File: config.mk
export PLATFORM = sky130hd
export DESIGN_NAME = yuv_upsample_csc_engine_flat
export DESIGN_NICKNAME = d
export VERILOG_FILES = /design/src/rtl/yuv_upsample_csc_engine_if.sv /design/src/rtl/yuv_upsample_csc_engine.sv /design/src/flat_wrapper.sv
export SDC_FILE = /design/constraint.sdc
export NUM_CORES = 2
export LEC_CHECK = 0
export ABC_AREA = 1
export CAP_MARGIN = 20
export CORE_AREA = 2 2 292 294
export DETAILED_ROUTE_END_ITERATION = 6
export DIE_AREA = 0 0 294 296
export PLACE_DENSITY = 0.9
export SYNTH_ARGS = -nofsm -noshare
export SYNTH_HDL_FRONTEND = slang
export SYNTH_SLANG_ARGS = --single-unit
File: constraint.sdc
create_clock -name Clock -period 15.7 [get_ports Clock]
set_input_delay 3.14 -clock Clock [delete_from_list [all_inputs] [get_ports Clock]]
set_output_delay 3.14 -clock Clock [all_outputs]
set_load 0.01 [all_outputs]
File: src/rtl/yuv_upsample_csc_engine_if.sv
// SRAM port bundle for the YUV->RGB engine.
// The engine drives address/data/we_n; the memory side returns read data.
interface yuv_upsample_csc_engine_if;
  logic [15:0] SRAM_read_data;
  logic [17:0] SRAM_address;
  logic [15:0] SRAM_write_data;
  logic        SRAM_we_n;

  modport master (
    input  SRAM_read_data,
    output SRAM_address,
    output SRAM_write_data,
    output SRAM_we_n
  );

  modport slave (
    output SRAM_read_data,
    input  SRAM_address,
    input  SRAM_write_data,
    input  SRAM_we_n
  );
endinterface

File: src/rtl/yuv_upsample_csc_engine.sv
// Frame engine: reads YUV 4:2:2 planes, upsamples U/V horizontally,
// converts to RGB and writes packed RGB words back to SRAM.
module yuv_upsample_csc_engine #(
  parameter int WIDTH    = 320,
  parameter int HEIGHT   = 240,
  parameter int Y_BASE   = 0,
  parameter int U_BASE   = 38400,
  parameter int V_BASE   = 57600,
  parameter int RGB_BASE = 146944,
  parameter int UPS_MODE = 0
) (
  input  logic Clock,
  input  logic Resetn,
  input  logic Start,
  yuv_upsample_csc_engine_if.master sram,
  output logic Busy,
  output logic Done
);

  localparam int HW  = WIDTH / 2;
  localparam int UVW = (HW + 1) / 2;
  localparam logic [17:0] HW_L   = 18'(HW);
  localparam logic [17:0] UVW_L  = 18'(UVW);
  localparam logic [17:0] LAST_K = 18'(HW - 1);
  localparam logic [17:0] LAST_R = 18'(HEIGHT - 1);
  localparam logic [17:0] YB_L   = 18'(Y_BASE);
  localparam logic [17:0] UB_L   = 18'(U_BASE);
  localparam logic [17:0] VB_L   = 18'(V_BASE);
  localparam logic [17:0] RB_L   = 18'(RGB_BASE);

  typedef enum logic [2:0] {
    S_IDLE,
    S_LEAD_IN,
    S_CC,
    S_LEAD_OUT,
    S_DONE
  } state_t;

  state_t      state_q, state_d;
  logic [2:0]  ph_q, ph_d;
  logic [17:0] k_q, k_d;
  logic [17:0] row_q, row_d;
  logic [17:0] yrow_q, yrow_d;
  logic [17:0] uvrow_q, uvrow_d;
  logic [17:0] wa_q, wa_d;
  logic [17:0] addr_q, addr_d;
  logic [15:0] wdata_q, wdata_d;
  logic        we_n_q, we_n_d;
  logic        busy_q, busy_d;
  logic        done_q, done_d;
  logic [5:0][7:0] ut_q, ut_d;
  logic [5:0][7:0] vt_q, vt_d;
  logic [15:0] ypr_q, ypr_d;
  logic [15:0] ynx_q, ynx_d;
  logic [7:0]  un_q, un_d;
  logic [7:0]  uo_q, uo_d;
  logic [7:0]  vo_q, vo_d;
  logic [23:0] p0_q, p0_d;
  logic [23:0] p1_q, p1_d;
  logic [17:0] jn;
  logic [17:0] yi;
  logic [15:0] rd;

  function automatic logic [7:0] clip8(input int x);
    if (x < 0) return 8'd0;
    if (x > 255) return 8'd255;
    return x[7:0];
  endfunction

  function automatic logic [7:0] fir6(input logic [5:0][7:0] t);
    int acc;
    acc = 21 * (int'(t[0]) + int'(t[5]))
        - 52 * (int'(t[1]) + int'(t[4]))
        + 159 * (int'(t[2]) + int'(t[3]))
        + 128;
    return clip8(acc >>> 8);
  endfunction

  function automatic logic [23:0] csc(
    input logic [7:0] y,
    input logic [7:0] u,
    input logic [7:0] v
  );
    int ya, uu, vv, r, g, b;
    ya = 76284 * (int'(y) - 16);
    uu = int'(u) - 128;
    vv = int'(v) - 128;
    r  = (ya + 104595 * vv) >>> 16;
    g  = (ya - 25624 * uu - 53281 * vv) >>> 16;
    b  = (ya + 132251 * uu) >>> 16;
    return {clip8(r), clip8(g), clip8(b)};
  endfunction

  function automatic logic [7:0] pick(
    input logic [15:0] w,
    input logic        odd
  );
    return odd ? w[7:0] : w[15:8];
  endfunction

  assign rd = sram.SRAM_read_data;
  // next chroma sample to shift in, clamped at the row end
  assign jn = (k_q + 18'd4 > LAST_K) ? LAST_K : k_q + 18'd4;
  assign yi = (k_q == LAST_K) ? k_q : k_q + 18'd1;

  always_comb begin
    state_d = state_q;
    ph_d    = ph_q;
    k_d     = k_q;
    row_d   = row_q;
    yrow_d  = yrow_q;
    uvrow_d = uvrow_q;
    wa_d    = wa_q;
    addr_d  = addr_q;
    wdata_d = wdata_q;
    we_n_d  = 1'b1;
    busy_d  = busy_q;
    done_d  = 1'b0;
    ut_d    = ut_q;
    vt_d    = vt_q;
    ypr_d   = ypr_q;
    ynx_d   = ynx_q;
    un_d    = un_q;
    uo_d    = uo_q;
    vo_d    = vo_q;
    p0_d    = p0_q;
    p1_d    = p1_q;
    unique case (state_q)
      S_IDLE: begin
        if (Start) begin
          state_d = S_LEAD_IN;
          ph_d    = 3'd0;
          k_d     = '0;
          row_d   = '0;
          yrow_d  = YB_L;
          uvrow_d = '0;
          wa_d    = RB_L;
          busy_d  = 1'b1;
        end
      end
      S_LEAD_IN: begin
        ph_d = ph_q + 3'd1;
        // bus lags decision by 1 clock, read data by 3
        case (ph_q)
          3'd0: addr_d = UB_L + uvrow_q;
          3'd1: addr_d = UB_L + uvrow_q + 18'd1;
          3'd2: addr_d = VB_L + uvrow_q;
          3'd3: begin
            addr_d = VB_L + uvrow_q + 18'd1;
            ut_d[0] = rd[15:8];
            ut_d[1] = rd[15:8];
            ut_d[2] = rd[15:8];
            ut_d[3] = rd[7:0];
          end
          3'd4: begin
            addr_d = yrow_q;
            ut_d[4] = rd[15:8];
            ut_d[5] = rd[7:0];
          end
          3'd5: begin
            vt_d[0] = rd[15:8];
            vt_d[1] = rd[15:8];
            vt_d[2] = rd[15:8];
            vt_d[3] = rd[7:0];
          end
          3'd6: begin
            vt_d[4] = rd[15:8];
            vt_d[5] = rd[7:0];
          end
          default: begin
            ypr_d   = rd;
            state_d = S_CC;
            ph_d    = 3'd0;
          end
        endcase
      end
      S_CC: begin
        ph_d = ph_q + 3'd1;
        case (ph_q)
          3'd0: begin
            addr_d = yrow_q + yi;
            uo_d = (UPS_MODE == 1) ? ut_q[2] : fir6(ut_q);
            vo_d = (UPS_MODE == 1) ? vt_q[2] : fir6(vt_q);
          end
          3'd1: begin
            addr_d = UB_L + uvrow_q + (jn >> 1);
            p0_d = csc(ypr_q[15:8], ut_q[2], vt_q[2]);
            p1_d = csc(ypr_q[7:0], uo_q, vo_q);
          end
          3'd2: addr_d = VB_L + uvrow_q + (jn >> 1);
          3'd3: begin
            ynx_d   = rd;
            addr_d  = wa_q;
            wdata_d = {p0_q[23:16], p0_q[15:8]};
            we_n_d  = 1'b0;
            wa_d    = wa_q + 18'd1;
          end
          3'd4: begin
            un_d    = pick(rd, jn[0]);
            addr_d  = wa_q;
            wdata_d = {p0_q[7:0], p1_q[23:16]};
            we_n_d  = 1'b0;
            wa_d    = wa_q + 18'd1;
          end
          default: begin
            addr_d  = wa_q;
            wdata_d = {p1_q[15:8], p1_q[7:0]};
            we_n_d  = 1'b0;
            wa_d    = wa_q + 18'd1;
            ut_d    = {un_q, ut_q[5:1]};
            vt_d    = {pick(rd, jn[0]), vt_q[5:1]};
            ypr_d   = ynx_q;
            ph_d    = 3'd0;
            if (k_q == LAST_K) begin
              state_d = S_LEAD_OUT;
              k_d     = '0;
            end else begin
              k_d = k_q + 18'd1;
            end
          end
        endcase
      end
      S_LEAD_OUT: begin
        if (row_q == LAST_R) begin
          state_d = S_DONE;
          done_d  = 1'b1;
          busy_d  = 1'b0;
        end else begin
          state_d = S_LEAD_IN;
          ph_d    = 3'd0;
          row_d   = row_q + 18'd1;
          yrow_d  = yrow_q + HW_L;
          uvrow_d = uvrow_q + UVW_L;
        end
      end
      S_DONE: state_d = S_IDLE;
      default: state_d = S_IDLE;
    endcase
  end

  always_ff @(posedge Clock or negedge Resetn) begin
    if (!Resetn) begin
      state_q <= S_IDLE;
      ph_q    <= '0;
      k_q     <= '0;
      row_q   <= '0;
      yrow_q  <= '0;
      uvrow_q <= '0;
      wa_q    <= '0;
      addr_q  <= '0;
      wdata_q <= '0;
      we_n_q  <= 1'b1;
      busy_q  <= 1'b0;
      done_q  <= 1'b0;
      ut_q    <= '0;
      vt_q    <= '0;
      ypr_q   <= '0;
      ynx_q   <= '0;
      un_q    <= '0;
      uo_q    <= '0;
      vo_q    <= '0;
      p0_q    <= '0;
      p1_q    <= '0;
    end else begin
      state_q <= state_d;
      ph_q    <= ph_d;
      k_q     <= k_d;
      row_q   <= row_d;
      yrow_q  <= yrow_d;
      uvrow_q <= uvrow_d;
      wa_q    <= wa_d;
      addr_q  <= addr_d;
      wdata_q <= wdata_d;
      we_n_q  <= we_n_d;
      busy_q  <= busy_d;
      done_q  <= done_d;
      ut_q    <= ut_d;
      vt_q    <= vt_d;
      ypr_q   <= ypr_d;
      ynx_q   <= ynx_d;
      un_q    <= un_d;
      uo_q    <= uo_d;
      vo_q    <= vo_d;
      p0_q    <= p0_d;
      p1_q    <= p1_d;
    end
  end

  assign sram.SRAM_address    = addr_q;
  assign sram.SRAM_write_data = wdata_q;
  assign sram.SRAM_we_n       = we_n_q;
  assign Busy = busy_q;
  assign Done = done_q;

endmodule

File: src/flat_wrapper.sv
// flat-port wrapper written by rule: the top's interface ports become plain ports
module yuv_upsample_csc_engine_flat 
#(
  parameter int WIDTH    = 320,
  parameter int HEIGHT   = 240,
  parameter int Y_BASE   = 0,
  parameter int U_BASE   = 38400,
  parameter int V_BASE   = 57600,
  parameter int RGB_BASE = 146944,
  parameter int UPS_MODE = 0
)
  (Clock, Resetn, Start, Busy, Done, sram_SRAM_read_data, sram_SRAM_address, sram_SRAM_write_data, sram_SRAM_we_n);
  yuv_upsample_csc_engine_if sram_i ();
  input  logic Clock;
  input  logic Resetn;
  input  logic Start;
  output logic Busy;
  output logic Done;
  input wire logic [$bits(sram_i.SRAM_read_data)-1:0] sram_SRAM_read_data;
  output wire logic [$bits(sram_i.SRAM_address)-1:0] sram_SRAM_address;
  output wire logic [$bits(sram_i.SRAM_write_data)-1:0] sram_SRAM_write_data;
  output wire logic [$bits(sram_i.SRAM_we_n)-1:0] sram_SRAM_we_n;
  assign sram_i.SRAM_read_data = sram_SRAM_read_data;
  assign sram_SRAM_address = sram_i.SRAM_address;
  assign sram_SRAM_write_data = sram_i.SRAM_write_data;
  assign sram_SRAM_we_n = sram_i.SRAM_we_n;
  yuv_upsample_csc_engine #(.WIDTH(WIDTH), .HEIGHT(HEIGHT), .Y_BASE(Y_BASE), .U_BASE(U_BASE), .V_BASE(V_BASE), .RGB_BASE(RGB_BASE), .UPS_MODE(UPS_MODE)) u_core (.Clock(Clock), .Resetn(Resetn), .Start(Start), .sram(sram_i), .Busy(Busy), .Done(Done));
endmodule
==> summary.md <==
| Metric | Value |
|---|---|
| Status | `finished, violations left` |
| Failing checks | `design-rule violations` |
| Worst path max stage delay | `740 ps` |
| Share of layout cells above drive strength 1 | `2.523%` |
| Clock period minus worst slack | `9918 ps` |
| Final Hold Vio Count | `0` |
| Starting DRT DRC Count | `4,734` |
| Clock buffer depth | `3` |
| Avg WL per Cell | `21.70 um` |
| Post-cts repair resize count | `0` |
| Std cell rows | `107` |
| P&R area growth vs syn | `5.651%` |
| Vias | `51,950` |
| Vias in the first global route | `53,550` |
| Drt first pass iters | `7` |
| Post-DP HPWL | `153,800 um` |
| CP max FO | `20` |
| Clock skew | `53.82 ps` |
| Die width | `294 um` |
| Initial antenna violation count | `3` |
| Area after DPL | `60,020 um^2` |
| Port bufs | `55` |
| Post-CTS Setup Bufs | `0` |
| DRC Markers | `2` |
| Worst Path Required | `16,180 ps` |
| Final-stage net count | `9,158` |
| Synth area leader | `ha_1` |
| All-Layer GR Usage | `42.89%` |
| Initial Util | `69.09%` |
| Cts hold-fix bufs | `0` |
| Die ar. | `87,020 um^2` |
| Largest net degree at the start of global routing | `106` |
| GP Congestion | `1.068` |
| Dpl ws | `5896 ps` |
| Synth top area cells | `ha_1, fa_1, dfrtp_1, inv_1, nand2_1` |
| Share of the synthesized area in the top cell type | `26.67%` |
| Netlist cell types | `73` |
| Grt total ovfl | `0` |
| Syn Std Cell Area | `58,180 um^2` |
| Worst slew pin tran | `1167 ps` |
| Vias/cell | `6.083` |
| CTS buffer count | `42` |
| Clk_lat worst skew | `630 ps` |
| Reg clk slew, reported paths | `80 ps` |
| YS warnings | `0` |
| Core Area | `84,210 um^2` |
| Fillers | `6,298` |
| Sequential share of the synthesized area | `13.94%` |
| First-pass GRT wire length | `288,400 um` |
| Setup_tns | `0 ps` |
| Slew headroom | `21.74%` |
| Max cap viols | `0` |
| # IOs | `56` |
| Top_reg_cell synth | `dfrtp_1` |
| FFs w/ async S/R, synth | `100.0%` |
| Crit end category | `flop` |
| Final setup fails | `0` |
| Yosys reg bits | `324` |
| Final WL | `185,300 um` |
| Critical Path AT | `10,400 ps` |
| Cell with the most instances after synthesis | `inv_1` |
| Most used cell along the critical path | `inv_1` |
| Setup WS post-layout | `5782 ps` |
| Cells after Synth | `7,367` |
| Synth cell count leaders | `inv_1, ha_1, nand2_1` |
| Type of origin of the critical path | `flop` |
| CP Class | `flop to flop` |
| H-Tree Depth | `2` |
| Post-route ant nets | `0` |
| TritonCTS clock tree | `built` |
| Multi-input combinational cell area | `43,780 um^2` |
| FF+latch area | `8109 um^2` |
| ANT cells | `0` |
| Fin crit share | `63.17%` |
| Slew Viols, Final | `0` |
| EDFF count, synth | `0` |
| F_max | `100.8 MHz` |
| Critical-path top delay cell | `dfrtp_1` |
| Clock Sinks | `324` |
| RSZ-0062 raised after global routing | `false` |
| Final instance area | `61,470 um^2` |
| Die Span Y | `296 um` |
| Synth Area per Inst | `7.898 um^2` |
| Root Driver | `clkbuf_16` |
| Hold Path Class | `flop to flop` |
[area by class of cell]
cell class	count	share of cell area, %
Timing Repair Buffer	88	1.307
Multi-Input combinational cell	5376	71.22
Clock inverter	21	0.4844
Sequential cell	324	13.19
Inverter	1589	9.707
Clock buffer	52	1.871
Tap cell	1090	2.219
[sequential cells by signal (all words and copies together) (netlist names)]
| signal | cells |
|---|---|
| u_core.ut_q | 48 |
| u_core.vt_q | 48 |
| u_core.p0_q | 24 |
| u_core.p1_q | 24 |
| u_core.k_q | 18 |
| u_core.row_q | 18 |
| u_core.sram.SRAM_address | 18 |
| u_core.wa_q | 18 |
| u_core.sram.SRAM_write_data | 16 |
| u_core.ynx_q | 16 |
| u_core.ypr_q | 16 |
| u_core.uvrow_q | 14 |
| u_core.yrow_q | 13 |
| u_core.un_q | 8 |
| u_core.uo_q | 8 |
| u_core.vo_q | 8 |
| u_core.ph_q | 3 |
| u_core.state_q | 3 |
| u_core.Busy | 1 |
| u_core.Done | 1 |
| u_core.sram.SRAM_we_n | 1 |
[cell families (layout without fill, tap and decap cells)]
| kind of cell | Yosys count | in the layout | share of synthesized area, % |
|---|---|---|---|
| mux | 31 | 31 | 0.5978 |
| buf+inv | 1678 | 1750 | 10.89 |
| fa+ha+maj | 1718 | 1718 | 43.11 |
| flops | 324 | 324 | 13.94 |
| simple gates | 2109 | 2109 | 15.14 |
| compound gates | 1215 | 1215 | 11.92 |
| xor+xnor | 291 | 291 | 4.393 |
| other cells | 1 | 12 | 0.006445 |
[final timing paths]
path                                 startpoint                  to  slack (ps)  cells past startpoint
worst max-delay path            u_core.ut_q[23]      u_core.p0_q[8]        5780                     38
max in group asynchronous                Resetn     u_core.p0_q[16]       10600                      3
min in group asynchronous                Resetn  u_core.uvrow_q[14]        2570                      1
worst max register to register  u_core.ut_q[23]      u_core.p0_q[8]        5780                     38
worst min register to register   u_core.p1_q[0]      u_core.p1_q[0]         480                      2
worst min-delay path             u_core.p1_q[0]      u_core.p1_q[0]         480                      2
[through the flow]
stage,util (%),std cells,hold WS (ps)
6_report,73.00,8540,482.0
5_1_grt,73.00,8540,494.0
4_1_cts,73.00,8540,481.6
3_5_place_dp,71.28,8467,465.6
3_3_place_gp,71.28,8467,463.0
2_1_floorplan,-,7378,448.0
[critical path: cells and delay by family, from the launching register on]
kind            cells  cell delay [ps]
compound gates      5              930
xor+xnor            2              310
fa+ha+maj          12             5180
buf+inv             8             1220
flops               1              740
simple gates       11             1370
[cells in the final DEF, fill, tap and decap left out, types with 22 or more instances in the layout]
cell type and instances:
inv_1 1579, ha_1 1240, nand2_1 1149, a21oi_1 510
nor2_1 478, fa_1 478, o21ai_0 369, dfrtp_1 323
nand3_1 213, xor2_1 204, nor3_1 100, xnor2_1 86
nand4_1 75, o21bai_1 57, clkdlybuf4s50_1 54, a21o_1 51
clkbuf_16 43, a211oi_1 34, o211ai_1 33, buf_4 33
mux2_2 30, nor4_1 25, a31oi_1 23, a221oi_1 23
o22ai_1 22
[metal layers]
| metal | routed length, um | vias up | share of wire [%] | global-route usage (%) |
|---|---|---|---|---|
| met1 | 69100 | 24790 | 37 | 49.99 |
| met2 | 84710 | 2445 | 46 | 71.03 |
| met5 | 41 | - | 0.022 | 0 |
| li1 | - | 23970 | - | - |
| met4 | 16510 | 6 | 8.9 | 32.24 |
| met3 | 14930 | 739 | 8.1 | 7.517 |
Power is left out: the tool's default activity adds up to more than one toggle a clock period on the data nets, which glitch-free logic cannot reach.
